`src/rtl/seg_pkg.sv`:
```
// Shared glyph/code constants, the glyph decoder and the scan FSM state type
// for the seven-segment scan bus receiver.
package seg_pkg;

    // Segment bit order {g,f,e,d,c,b,a}; the decimal point is never decoded.
    localparam logic [6:0] SEG_0     = 7'h3F;
    localparam logic [6:0] SEG_1     = 7'h06;
    localparam logic [6:0] SEG_2     = 7'h5B;
    localparam logic [6:0] SEG_3     = 7'h4F;
    localparam logic [6:0] SEG_4     = 7'h66;
    localparam logic [6:0] SEG_5     = 7'h6D;
    localparam logic [6:0] SEG_6     = 7'h7D;
    localparam logic [6:0] SEG_7     = 7'h07;
    localparam logic [6:0] SEG_8     = 7'h7F;
    localparam logic [6:0] SEG_9     = 7'h6F;
    localparam logic [6:0] SEG_E     = 7'h79;
    localparam logic [6:0] SEG_BLANK = 7'h00;

    localparam logic [3:0] CODE_E     = 4'hA;
    localparam logic [3:0] CODE_BLANK = 4'hB;
    localparam logic [3:0] CODE_BAD   = 4'hF;

    typedef enum logic [1:0] {
        S_IDLE,
        S_SETTLE,
        S_HOLD
    } scan_state_e;

    function automatic logic [3:0] seg_decode(input logic [6:0] s);
        case (s)
            SEG_0:     return 4'h0;
            SEG_1:     return 4'h1;
            SEG_2:     return 4'h2;
            SEG_3:     return 4'h3;
            SEG_4:     return 4'h4;
            SEG_5:     return 4'h5;
            SEG_6:     return 4'h6;
            SEG_7:     return 4'h7;
            SEG_8:     return 4'h8;
            SEG_9:     return 4'h9;
            SEG_E:     return CODE_E;
            SEG_BLANK: return CODE_BLANK;
            default:   return CODE_BAD;
        endcase
    endfunction

endpackage

```
`src/rtl/sync2.sv`:
```
// Two-flop vector synchronizer, asynchronous active-high reset to zero.
module sync2 #(
    parameter int unsigned W = 1
) (
    input  logic         clk,
    input  logic         rst,
    input  logic [W-1:0] d_i,
    output logic [W-1:0] q_o
);

    logic [W-1:0] meta_q;
    logic [W-1:0] sync_q;

    always_ff @(posedge clk or posedge rst) begin
        if (rst) begin
            meta_q <= '0;
            sync_q <= '0;
        end else begin
            meta_q <= d_i;
            sync_q <= meta_q;
        end
    end

    assign q_o = sync_q;

endmodule

```
`src/rtl/seg_scan_decoder.sv`:
```
// Receive side of the multiplexed 4-digit seven-segment scan bus: settles each
// scanned glyph, decodes it and assembles complete 4-digit frames.
module seg_scan_decoder
    import seg_pkg::*;
#(
    parameter int unsigned SETTLE         = 1000,
    parameter int unsigned TIMEOUT        = 2_000_000,
    parameter bit          SEG_ACTIVE_LOW = 1'b0,
    parameter bit          ENA_ACTIVE_LOW = 1'b0
) (
    input  logic        clk,
    input  logic        rst,
    input  logic [7:0]  seg,
    input  logic [3:0]  ena,
    output logic [15:0] digits,
    output logic        frame_valid,
    output logic        frame_err,
    output logic        scan_err,
    output logic        stale
);

    localparam int unsigned SW = $clog2(SETTLE + 1);
    localparam int unsigned TW = $clog2(TIMEOUT + 1);
    localparam logic [SW-1:0] SETTLE_LAST = SW'(SETTLE - 1);
    localparam logic [TW-1:0] TIMEOUT_MAX = TW'(TIMEOUT);
    localparam logic [15:0]   DIGITS_RST  = {4{CODE_BLANK}};

    logic [11:0] raw_in;
    logic [11:0] pair_s;
    logic [3:0]  ena_s;
    logic [7:0]  seg_s;

    assign raw_in = {ena ^ {4{ENA_ACTIVE_LOW}}, seg ^ {8{SEG_ACTIVE_LOW}}};

    sync2 #(.W(12)) u_sync (
        .clk (clk),
        .rst (rst),
        .d_i (raw_in),
        .q_o (pair_s)
    );

    assign ena_s = pair_s[11:8];
    assign seg_s = pair_s[7:0];

    scan_state_e state_q, state_d;
    logic [11:0] pair_q;
    logic [SW-1:0] cnt_q, cnt_d;
    logic [3:0]  mask_q, mask_d;
    logic [15:0] shadow_q, shadow_d;
    logic [15:0] digits_q, digits_d;
    logic        fv_q, fv_d;
    logic        ferr_q, ferr_d;
    logic        serr_q, serr_d;
    logic        multi_q;
    logic [TW-1:0] tcnt_q, tcnt_d;
    logic        stale_q, stale_d;

    logic        onehot;
    logic        multi;
    logic        changed;
    logic        accept;
    logic        frame;
    logic [3:0]  code;
    logic [3:0]  mask_new;

    always_comb begin
        multi   = (ena_s & (ena_s - 4'd1)) != 4'd0;
        onehot  = (ena_s != 4'd0) && !multi;
        changed = pair_s != pair_q;
        code    = seg_decode(seg_s[6:0]);
    end

    // Any change of the synced pair restarts settling, whatever the state.
    always_comb begin
        state_d = state_q;
        cnt_d   = cnt_q;
        accept  = 1'b0;
        if (!onehot) begin
            state_d = S_IDLE;
            cnt_d   = '0;
        end else if (changed || state_q == S_IDLE) begin
            state_d = S_SETTLE;
            cnt_d   = '0;
        end else if (state_q == S_SETTLE) begin
            if (cnt_q == SETTLE_LAST) begin
                accept  = 1'b1;
                state_d = S_HOLD;
                cnt_d   = '0;
            end else begin
                cnt_d = cnt_q + SW'(1);
            end
        end
    end

    always_comb begin
        mask_d   = mask_q;
        shadow_d = shadow_q;
        digits_d = digits_q;
        fv_d     = 1'b0;
        ferr_d   = ferr_q;
        frame    = 1'b0;
        mask_new = mask_q | ena_s;
        if (accept) begin
            for (int unsigned i = 0; i < 4; i++) begin
                if (ena_s[i]) begin
                    shadow_d[i*4 +: 4] = code;
                end
            end
            if (mask_new == 4'hF) begin
                frame    = 1'b1;
                fv_d     = 1'b1;
                digits_d = shadow_d;
                mask_d   = '0;
                ferr_d   = 1'b0;
                for (int unsigned i = 0; i < 4; i++) begin
                    if (shadow_d[i*4 +: 4] == CODE_BAD) begin
                        ferr_d = 1'b1;
                    end
                end
            end else begin
                mask_d = mask_new;
            end
        end
    end

    // A frame on the timeout cycle clears the count, so stale never rises then.
    always_comb begin
        serr_d = multi && !multi_q;
        if (frame) begin
            tcnt_d = '0;
        end else if (tcnt_q == TIMEOUT_MAX) begin
            tcnt_d = tcnt_q;
        end else begin
            tcnt_d = tcnt_q + TW'(1);
        end
        stale_d = tcnt_d == TIMEOUT_MAX;
    end

    always_ff @(posedge clk or posedge rst) begin
        if (rst) begin
            state_q  <= S_IDLE;
            pair_q   <= '0;
            cnt_q    <= '0;
            mask_q   <= '0;
            shadow_q <= DIGITS_RST;
            digits_q <= DIGITS_RST;
            fv_q     <= 1'b0;
            ferr_q   <= 1'b0;
            serr_q   <= 1'b0;
            multi_q  <= 1'b0;
            tcnt_q   <= '0;
            stale_q  <= 1'b0;
        end else begin
            state_q  <= state_d;
            pair_q   <= pair_s;
            cnt_q    <= cnt_d;
            mask_q   <= mask_d;
            shadow_q <= shadow_d;
            digits_q <= digits_d;
            fv_q     <= fv_d;
            ferr_q   <= ferr_d;
            serr_q   <= serr_d;
            multi_q  <= multi;
            tcnt_q   <= tcnt_d;
            stale_q  <= stale_d;
        end
    end

    assign digits      = digits_q;
    assign frame_valid = fv_q;
    assign frame_err   = ferr_q;
    assign scan_err    = serr_q;
    assign stale       = stale_q;

endmodule

```
`config.mk`:
```
export PLATFORM = sky130hd
export DESIGN_NAME = seg_scan_decoder
export DESIGN_NICKNAME = d
export VERILOG_FILES = /design/src/rtl/seg_pkg.sv /design/src/rtl/sync2.sv /design/src/rtl/seg_scan_decoder.sv
export SDC_FILE = /design/constraint.sdc
export NUM_CORES = 1
export LEC_CHECK = 0
export ABC_AREA = 1
export BUFFER_PORTS_ARGS = -buffer_cell sky130_fd_sc_hd__buf_2
export CAP_MARGIN = 5
export CORE_UTILIZATION = 60
export DETAILED_ROUTE_END_ITERATION = 16
export HOLD_SLACK_MARGIN = 0.08
export PLACE_DENSITY = 0.84
export SLEW_MARGIN = 20
export SYNTH_ARGS = -nofsm -noshare
export SYNTH_HDL_FRONTEND = slang
export SYNTH_HIERARCHICAL = 1
export SYNTH_SLANG_ARGS = --single-unit
```
`constraint.sdc`:
```
create_clock -name clk -period 5.2 [get_ports clk]
set_input_delay 0.26 -clock clk [delete_from_list [all_inputs] [get_ports clk]]
set_output_delay 0.26 -clock clk [all_outputs]
set_load 0.01 [all_outputs]
```
## Yosys cells after proc, flatten, opt, wreduce, memory -nomap -nowiden

Cells that the tools add are included.

| word-level totals | value |
|---|---|
| register bits after elaboration | 110 |
| bits of input ports | 14 |
| output and inout bits | 20 |

| operators by class | value |
|---|---|
| add/sub/neg operators | 3 |
| equal/unequal tests | 23 |
| multiplexer cells | 30 |
| bitwise operators | 2 |
| reduce and logical (&&, ||, !) cells | 11 |

Operators with widths:

| cell | count |
|---|---|
| $eq A7 B7 Y1 const B | 8 |
| $pmux W4 S12 | 1 |
| $eq A21 B21 Y1 const B | 2 |
| $mux W21 | 2 |
| $mux W10 | 4 |
| $mux W4 | 9 |
| $add A21 B1 Y21 const B | 1 |
| $eq A4 B4 Y1 const B | 5 |
| $eq A7 B3 Y1 const B | 2 |
| $ne A12 B12 Y1 | 1 |
| $add A10 B1 Y10 const B | 1 |
| $eq A10 B10 Y1 const B | 1 |
| $mux W1 | 10 |
| $mux W2 | 4 |
| $reduce_bool A4 Y1 | 2 |
| $eq A7 B6 Y1 const B | 1 |
| $logic_not A7 Y1 | 1 |
| $ne A3 B1 Y1 const B | 2 |
| $and A4 B4 Y4 | 1 |
| $or A4 B4 Y4 | 1 |
| $reduce_and A2 Y1 | 2 |
| $sub A4 B1 Y4 const B | 1 |
| $eq A2 B1 Y1 const B | 1 |
| $logic_and A1 B1 Y1 | 2 |
| other kinds (3) | 4 |

## Depth between registers and ports, before layout

Gate-level depths: netlist of run 1.

| logic depth | value |
|---|---|
| depth in word-level cells | 12 |
| gate-level depth with buffers | 15 |
| mapped depth without buffers | 15 |

## Cells and area by module

The synthesis of run 1 kept the hierarchy.

By module, submodules not included:

| module | instances | cells each | area an instance (um2) | sequential area each (um2) |
|---|---|---|---|---|
| seg_scan_decoder | 1 | 607 | 4,739.5 | 2,182.1 |
| sync2 | 1 | 25 | 604.3 | 600.6 |

## Worst setup path after synthesis of run 1

Ideal clock, no wire load.

| timing path | value |
|---|---|
| path kind | flip-flop to flip-flop |
| from | reg tcnt_q[0] |
| to | reg stale_q, in the netlist stale |
| setup time | 71 ps |
| data arrival time | 1,678 ps |
| slack | 3,451 ps |
| cell stages (with the launch flop) | 13 |
| buffers on the path | 0 |
| path through | dfrtp_1 -> ha_1 -> nand2_1 -> nor2_2 -> nand2_2 -> nor2_2 -> inv_2 -> nor3_2 -> xor2_1 -> nand3_1 -> nor2_1 -> nand3_1 -> nor2_1 |

| between the ends | value |
|---|---|
| longest elaborated chain between the ends | 4 |
| elaborated cells on any way between the ends | 5 |

RTL lines:

| item | RTL line | text |
|---|---|---|
| start, declared | seg_scan_decoder.sv:55 | `logic [TW-1:0] tcnt_q, tcnt_d;` |
| start signal, assigned | seg_scan_decoder.sv:164 | `tcnt_q <= tcnt_d;` |
| $add A21 B1 Y21 or $eq A21 B21 Y1 (tied branches) | seg_scan_decoder.sv:134, seg_scan_decoder.sv:131 |  |
| $mux W21 (*) | seg_scan_decoder.sv:131 | `end else if (tcnt_q == TIMEOUT_MAX) begin` |
| $mux W21 (*) | seg_scan_decoder.sv:129 | `if (frame) begin` |
| $eq A21 B21 Y1 (*) | seg_scan_decoder.sv:136 | `stale_d = tcnt_d == TIMEOUT_MAX;` |
| named net stale_d | seg_scan_decoder.sv:56 | `logic stale_q, stale_d;` |
| end signal, assigned | seg_scan_decoder.sv:165 | `stale_q <= stale_d;` |
| end, declared | seg_scan_decoder.sv:56 |  |

Mark *: on every way through the listed nets, which the timed path passes. The rest lies on a longest branch.
A chain may end at the register's enable or synchronous reset.

## Worst setup path in the final report of run 1

| timing path | value |
|---|---|
| from | reg u_sync.sync_q[9], in the netlist u_sync/q_o[9] |
| to | reg ferr_q, in the netlist frame_err |

| between the ends | value |
|---|---|
| longest elaborated chain between the ends | 7 |
| elaborated cells on any way between the ends | 19 |

RTL lines:

| item | RTL line | text |
|---|---|---|
| start, declared | sync2.sv:12 | `logic [W-1:0] sync_q;` |
| start signal, assigned | sync2.sv:20 | `sync_q <= meta_q;` |
| $sub A4 B1 Y4 | seg_scan_decoder.sv:67 | `multi = (ena_s & (ena_s - 4'd1)) != 4'd0;` |
| $and A4 B4 Y4 | seg_scan_decoder.sv:67 |  |
| $reduce_bool A4 Y1 | seg_scan_decoder.sv:67 |  |
| $logic_not A1 Y1 | seg_scan_decoder.sv:68 | `onehot = (ena_s != 4'd0) && !multi;` |
| $logic_and A1 B1 Y1 | seg_scan_decoder.sv:68 |  |
| $mux W1 | seg_scan_decoder.sv:78 | `if (!onehot) begin` |
| $reduce_and A2 Y1 (no line) | n/a |  |
| end signal, assigned | seg_scan_decoder.sv:161 | `ferr_q <= ferr_d;` |
| end, declared | seg_scan_decoder.sv:52 | `logic ferr_q, ferr_d;` |

Several ways; a longest one is shown, not always the timed one. The select of a mux whose other input is x is not followed.

==> results of run 1 <==
==> cell usage after synthesis (all sizes together) <==
library cell	count
clkinv	1
and2	1
o21bai	3
nand3	39
a31oi	2
ha	3
dfrtp	86
xnor2	5
o22ai	1
o21a	1
nor3b	2
nor4	3
or2	10
nor2	107
xor2	14
and3	1
buf	10
nor3	14
nand2	156
a211oi	1
nand4	15
o21ai	43
nand3b	2
a21oi	10
clkbuf	1
inv	77
dfstp	24
==> layer usage <==
metal / vias to the layer above / global-route usage, % / wire length (um)
met2: 113 / 44.92 / 5703
met4: 0 / 12.25 / 269
met1: 1995 / 32.28 / 4815
met3: 23 / 4.147 / 433
met5: - / 0 / 0
li1: 2088 / - / -
==> path summary, 6_finish.rpt <==
kind,from,end,slack [ps],cells after the start
setup / recovery,u_sync/q_o[9]$_DFF_PP0_,frame_err$_DFFE_PP0N_,2450,10
hold / removal,u_sync/meta_q[4]$_DFF_PP0_,u_sync/q_o[4]$_DFF_PP0_,350,0
setup reg to reg,u_sync/q_o[9]$_DFF_PP0_,frame_err$_DFFE_PP0N_,2450,10
hold reg to reg,u_sync/meta_q[4]$_DFF_PP0_,u_sync/q_o[4]$_DFF_PP0_,350,0
max in group asynchronous,rst,pair_q[9]$_DFF_PP0_,4030,4
min in group asynchronous,rst,pair_q[3]$_DFF_PP0_,580,4
==> per-stage QoR <==
step                hold WS [ps]  power [W]  instance area (sq um)
floorplan                  274.6  0.0009648                   5344
global placement           334.2  0.0009847                   5559
detailed placement         334.7  0.0009889                   5559
CTS                        353.5   0.001518                   5893
global route               350.6   0.001572                   5897
finish                     349.7   0.001516                   5897
==> final cells by class <==
type                       instances  area [sq um]
multi-input combinational        433          2170
timing repair buffer              47         306.5
tap                              108         135.1
clock buffer                      10         127.6
fill                             678          2781
inverter                          78         299.0
clock inverter                     6         76.32
sequential                       110          2783
==> power by group through the flow <==
stage          Sequential [W]  Clock [W]  Combinational [W]
2_1_floorplan        0.000896          0          0.0000685
3_3_place_gp         0.000903          0          0.0000819
3_5_place_dp         0.000904          0          0.0000851
4_1_cts              0.000888   0.000537          0.0000933
5_1_grt              0.000891   0.000575           0.000106
6_report             0.000888   0.000534          0.0000938
==> cell families (layout without fill, tap and decap cells) <==
| logic type | after synthesis | count (layout) | synth area share (%) |
|---|---|---|---|
| AOI/OAI and AO/OA | 61 | 61 | 6.088 |
| xor gates and xnor gates | 19 | 19 | 3.255 |
| adders and majority gates | 3 | 3 | 0.7025 |
| buffers and inverters | 89 | 141 | 7.328 |
| DFF | 110 | 110 | 52.07 |
| and+or+nand+nor | 350 | 350 | 30.55 |
==> worst max-delay path, cell delays in order (launching register included) <==
cell     delay, ps
dfrtp_1        680
inv_1          140
nand2_1        110
nand2_1         60
inv_1           40
nand4_1         90
nor2_2         230
nand4_4        480
inv_1          660
nor2_1          80
nor2_1         130
==> what timing repair did <==
action | in CTS | in global routing
setup endpoints to repair | 0 | 0
endpoints found under the hold margin | 27 | 0
buffers inserted | 0 | 0
hold buffers | 13 | 0
==> state kept, by name, summed over array words and instances, names as in the netlist <==
register / flops
frame_err: 1
mask_q: 4
stale: 1
pair_q: 12
scan_err: 1
shadow_q: 16
u_sync/q_o: 12
cnt_q: 10
state_q: 2
multi_q: 1
tcnt_q: 21
digits: 16
u_sync/meta_q: 12
frame_valid: 1
==> metrics.yaml, run 1 <==
yosysTopAreaCell: "dfrtp_1"
yosysTopAreaCellShare_pct: 40.27
port-buffer-count: 33
post_drt_wl_per_cell_um: 14.17
critical_path.endpoint_type: "flop"
synth_cell_type_count: 43
final_core_util_pct: 67.95
relSlewSlack_pct: 44.04
syn-num-nets: 649
tightest_slew_ps: 838.4
clk_pin_slew_ps: 110
dr.pass1.iters: 4
ys_ff_latch: 110
setup_viol: 0
drt-vias-per-instance: 5.327
outcome: "finished clean"
grt_pass1_wl_mm: 18.15
via_count: 4219
post_cts_resized: 0
stdcell_count: 792
grt_use_total_pct: 26.07
vdd_drop_max_mv: 0.2003
hold_viol: 0
grt_pass1_vias: 4127
ant_nets: 0
synth_warnings: 6
cp-start-kind: "flop"
path_class: "flop to flop"
synthToLayoutAreaGrowth_pct: 10.35
die_w_um: 96.38
ys_seq_area_share_pct: 52.07
clock.fmax_ghz: 0.3630
start_util_pct: 61.58
routed_wl_mm: 11.22
drc: 0
fin_crit_ps: 2755
required_ps: 5520
syn_inst: 632
slew_viol_final: 0
drtIter0Drc: 303
die_area_sq_um: 9288
clkLatencyLatePin_ps: 390
cts_buffers: 9
period_share_pct: 52.98
grt_max_degree: 87
drive_above_1_share_pct: 18.13
overflow: 0
intPower_w: 0.001136
core-area_sq_um: 8678
cp_max_fo: 44
p_switching_w: 0.0003805
n_antenna_cell: 0
pwr-share-comb_pct: 6.2
die_h_um: 96.38
place_ws_ps: 2515
ys_top_cells_by_area: "dfrtp_1 (40%), dfstp_2 (12%), nand2_1 (10%)"
synth.avg_cell_area_sq_um: 8.455
cts.root.buffer_cell: "clkbuf_8"
p_leak_nw: 2.838
dp_cells: 763
synth.cell_area_sq_um: 5344
numClockSinks: 110
arrival_ps: 3070
p_per_area_nw_per_um2: 257.1
cts_tree: "yes"
worst_slack_ps: 2445
mostFrequentLayoutCells: "nand2_1 (145), nor2_1 (96), dfrtp_1 (86)"
clockBufferDepth: 2
swShare_pct: 25.10
tns_ps: 0
fin_nets: 696
hp-class: "flop to flop"
clockPowerShare_pct: 35.2
final_common_cell: "nand2_1"
p_seq_share_pct: 58.6
cts_max_level: 3
dp_hpwl_mm: 8.030
rsz0062_at_grt: "no"
io_pins: 34
maxCapViolations: 0
gp_congestion: 0.9059
antenna_found_initial: 0
finClkSkew_ps: 15.12
num_rows: 34
No activity file was read; power rests on OpenSTA's default activity.
==> inputs of run 2 (changes only) <==
ABC_AREA = 0   (was 1)
CORE_UTILIZATION = 54   (was 60)
PLACE_DENSITY = 0.8   (was 0.84)
clock period = 2.36 ns   (was 5.2 ns; I/O delays follow)
==> metrics.yaml, run 2 <==
yosysTopAreaCellShare_pct: 41.81
power.total_w: 0.003312
period_share_pct: 95.38
clockBufferDepth: 2
tightest_slew_ps: 903.0
synth.cell_area_sq_um: 5147
final_core_util_pct: 64.85
path_class: "flop to flop"
largest_reg_flops: 21
ys_ff_latch: 110
syn-num-nets: 508
clkLatencyLatePin_ps: 370
routed_wl_mm: 11.03
n_antenna_cell: 0
io_pins: 34
arrival_ps: 2510
slew_viol_final: 0
core-area_sq_um: 9240
cp_slowest_stage_delay_ps: 610
worst_slack_ps: 108.9
path_delay_family: "simple AND/OR/NAND/NOR gates"
synth-main-ff-cell: "dfrtp_1"
post_drt_wl_per_cell_um: 15.96
hold_viol: 0
async_flop_share_pct: 100.0
grt_max_degree: 87
synth_edf_count: 0
syn_inst: 491
synth.avg_cell_area_sq_um: 10.48
die_w_um: 99.64
setup_viol: 0
p_seq_share_pct: 59.0
slowest_stage: "or4_1"
max_flop_register: "tcnt_q"
antenna_found_initial: 0
dr.pass1.iters: 5
critPathBufInv: 0
cts_buffers: 9
pwr-share-comb_pct: 6.4
p_switching_w: 0.0008720
start_util_pct: 55.71
swShare_pct: 26.33
fin_crit_ps: 2251
ant_nets: 0
mostFrequentLayoutCells: "dfrtp_1 (83), nor2_1 (50), nand2_1 (41)"
yosysTopAreaCell: "dfrtp_1"
ys_top_cells_by_area: "dfrtp_1 (42%), dfstp_2 (12%), xor2_1 (4.6%)"
die_h_um: 99.64
synth_warnings: 6
port-buffer-count: 33
outcome: "finished clean"
critical_path.endpoint_type: "flop"
num_rows: 35
drive_above_1_share_pct: 24.38
via_count: 3934
ys_seq_area_share_pct: 54.06
p_leak_nw: 2.564
tns_ps: 0
crit_chain: "or4_1 > o2bb2ai_2 > a2bb2oi_2 > and2_1 > mux2_2 > mux2_2"
grt_use_total_pct: 23.83
final_common_cell: "dfrtp_1"
cts_max_level: 3
numClockSinks: 110
finClkSkew_ps: 14.65
intPower_w: 0.002440
die_area_sq_um: 9927
drt-vias-per-instance: 5.693
cts_tree: "yes"
cts.root.buffer_cell: "clkbuf_8"
synthToLayoutAreaGrowth_pct: 16.41
required_ps: 2620
clk_pin_slew_ps: 110
crit_top_cell: "mux2_2"
place_ws_ps: 59.27
dp_hpwl_mm: 7.661
netlist_top_cells_count: "dfrtp_1 (86), nor2_1 (52), nand2_1 (41)"
drtIter0Drc: 234
relSlewSlack_pct: 39.74
grt_pass1_vias: 3827
cp-start-kind: "flop"
final_area_sq_um: 5992
fin_nets: 574
cp_max_fo: 6
hp-class: "flop to flop"
maxCapViolations: 0
synth_cell_type_count: 60
synth.most_common_cell: "dfrtp_1"
gp_congestion: 0.9064
dpl_cell_area_sq_um: 5584
grt_pass1_wl_mm: 18.49
p_per_area_nw_per_um2: 552.7
clockPowerShare_pct: 34.6
drc: 0
clock.fmax_ghz: 0.4442
vdd_drop_max_mv: 0.3448
overflow: 0
run 2: cell types whose count changed after synthesis, sizes merged, moves of 10 or more:
cell	before	now
nand3	39	14
nand2	156	41
inv	77	14
xor2	14	27
o21ai	43	30
mux2	0	12
clkbuf	1	11
nor2b	0	12
mux2i	0	11
nor2	107	52
run 2: layer usage:
layer  vias to the layer above  track usage [%]  wire [um]
met5                         -                0          0
met4                         0            7.919        193
met3                        17            4.146        524
met2                       109            37.98       5249
met1                      1940            33.43       5059
li1                       1868                -          -
run 2: stage by stage:
stage	hold slack (ps)	std cells
6_report	360.8	691
4_1_cts	362.6	687
3_5_place_dp	227.4	658
2_1_floorplan	132.6	491
5_1_grt	366.8	691
3_3_place_gp	225.6	658
run 2: layout make-up:
type | instances | area (sq um)
Sequential cell | 110 | 2786
Clock inverter | 7 | 83.83
Timing Repair Buffer | 76 | 545.5
Inverter | 14 | 53.80
Tap cell | 129 | 161.4
Multi-Input combinational cell | 346 | 2237
Clock buffer | 9 | 123.9
Fill cell | 691 | 3248
run 2: final timing paths:
check | startpoint | cells past startpoint | slack [ps] | end
worst min-delay path | u_sync/meta_q[5]$_DFF_PP0_ | 0 | 360 | u_sync/q_o[5]$_DFF_PP0_
worst max register to register | u_sync/q_o[4]$_DFF_PP0_ | 6 | 110 | digits[14]$_DFFE_PP0N_
max in group asynchronous | rst | 3 | 1240 | u_sync/q_o[5]$_DFF_PP0_
min in group asynchronous | rst | 4 | 390 | pair_q[1]$_DFF_PP0_
worst min register to register | u_sync/meta_q[5]$_DFF_PP0_ | 0 | 360 | u_sync/q_o[5]$_DFF_PP0_
worst max-delay path | u_sync/q_o[4]$_DFF_PP0_ | 6 | 110 | digits[14]$_DFFE_PP0N_
run 2: worst register-to-register path: stages, from the launching register on:
cell and delay, ps:
dfrtp_2 490, or4_1 610, o2bb2ai_2 200, a2bb2oi_2 100, and2_1 200, mux2_2 280
mux2_2 260
run 2: cell families (layout without fill, tap and decap cells):
kind of cell | Yosys count | after routing | share of synthesized area, %
buffers and inverters | 35 | 106 | 3.184
adders and majority gates | 3 | 3 | 0.7293
DFF | 110 | 110 | 54.06
AOI/OAI and AO/OA | 77 | 77 | 9.748
muxes | 23 | 23 | 4.837
and+or+nand+nor | 204 | 204 | 20.81
xor gates and xnor gates | 39 | 39 | 6.636
run 2: power by group through the flow:
stage	combinational, W	sequential, W	clock, W
detailed placement	0.000193	0.00199	0
floorplan	0.000128	0.00198	0
global route	0.000236	0.00196	0.00125
finish	0.000213	0.00195	0.00115
CTS	0.000210	0.00195	0.00117
global placement	0.000186	0.00198	0
run 2: timing repair:
action                                 4_1_cts  5_1_grt
hold buffers                                13        0
setup endpoints to repair                    0       26
endpoints found under the hold margin       98        0
gates resized for setup                      0       13
buffers inserted                             0        4
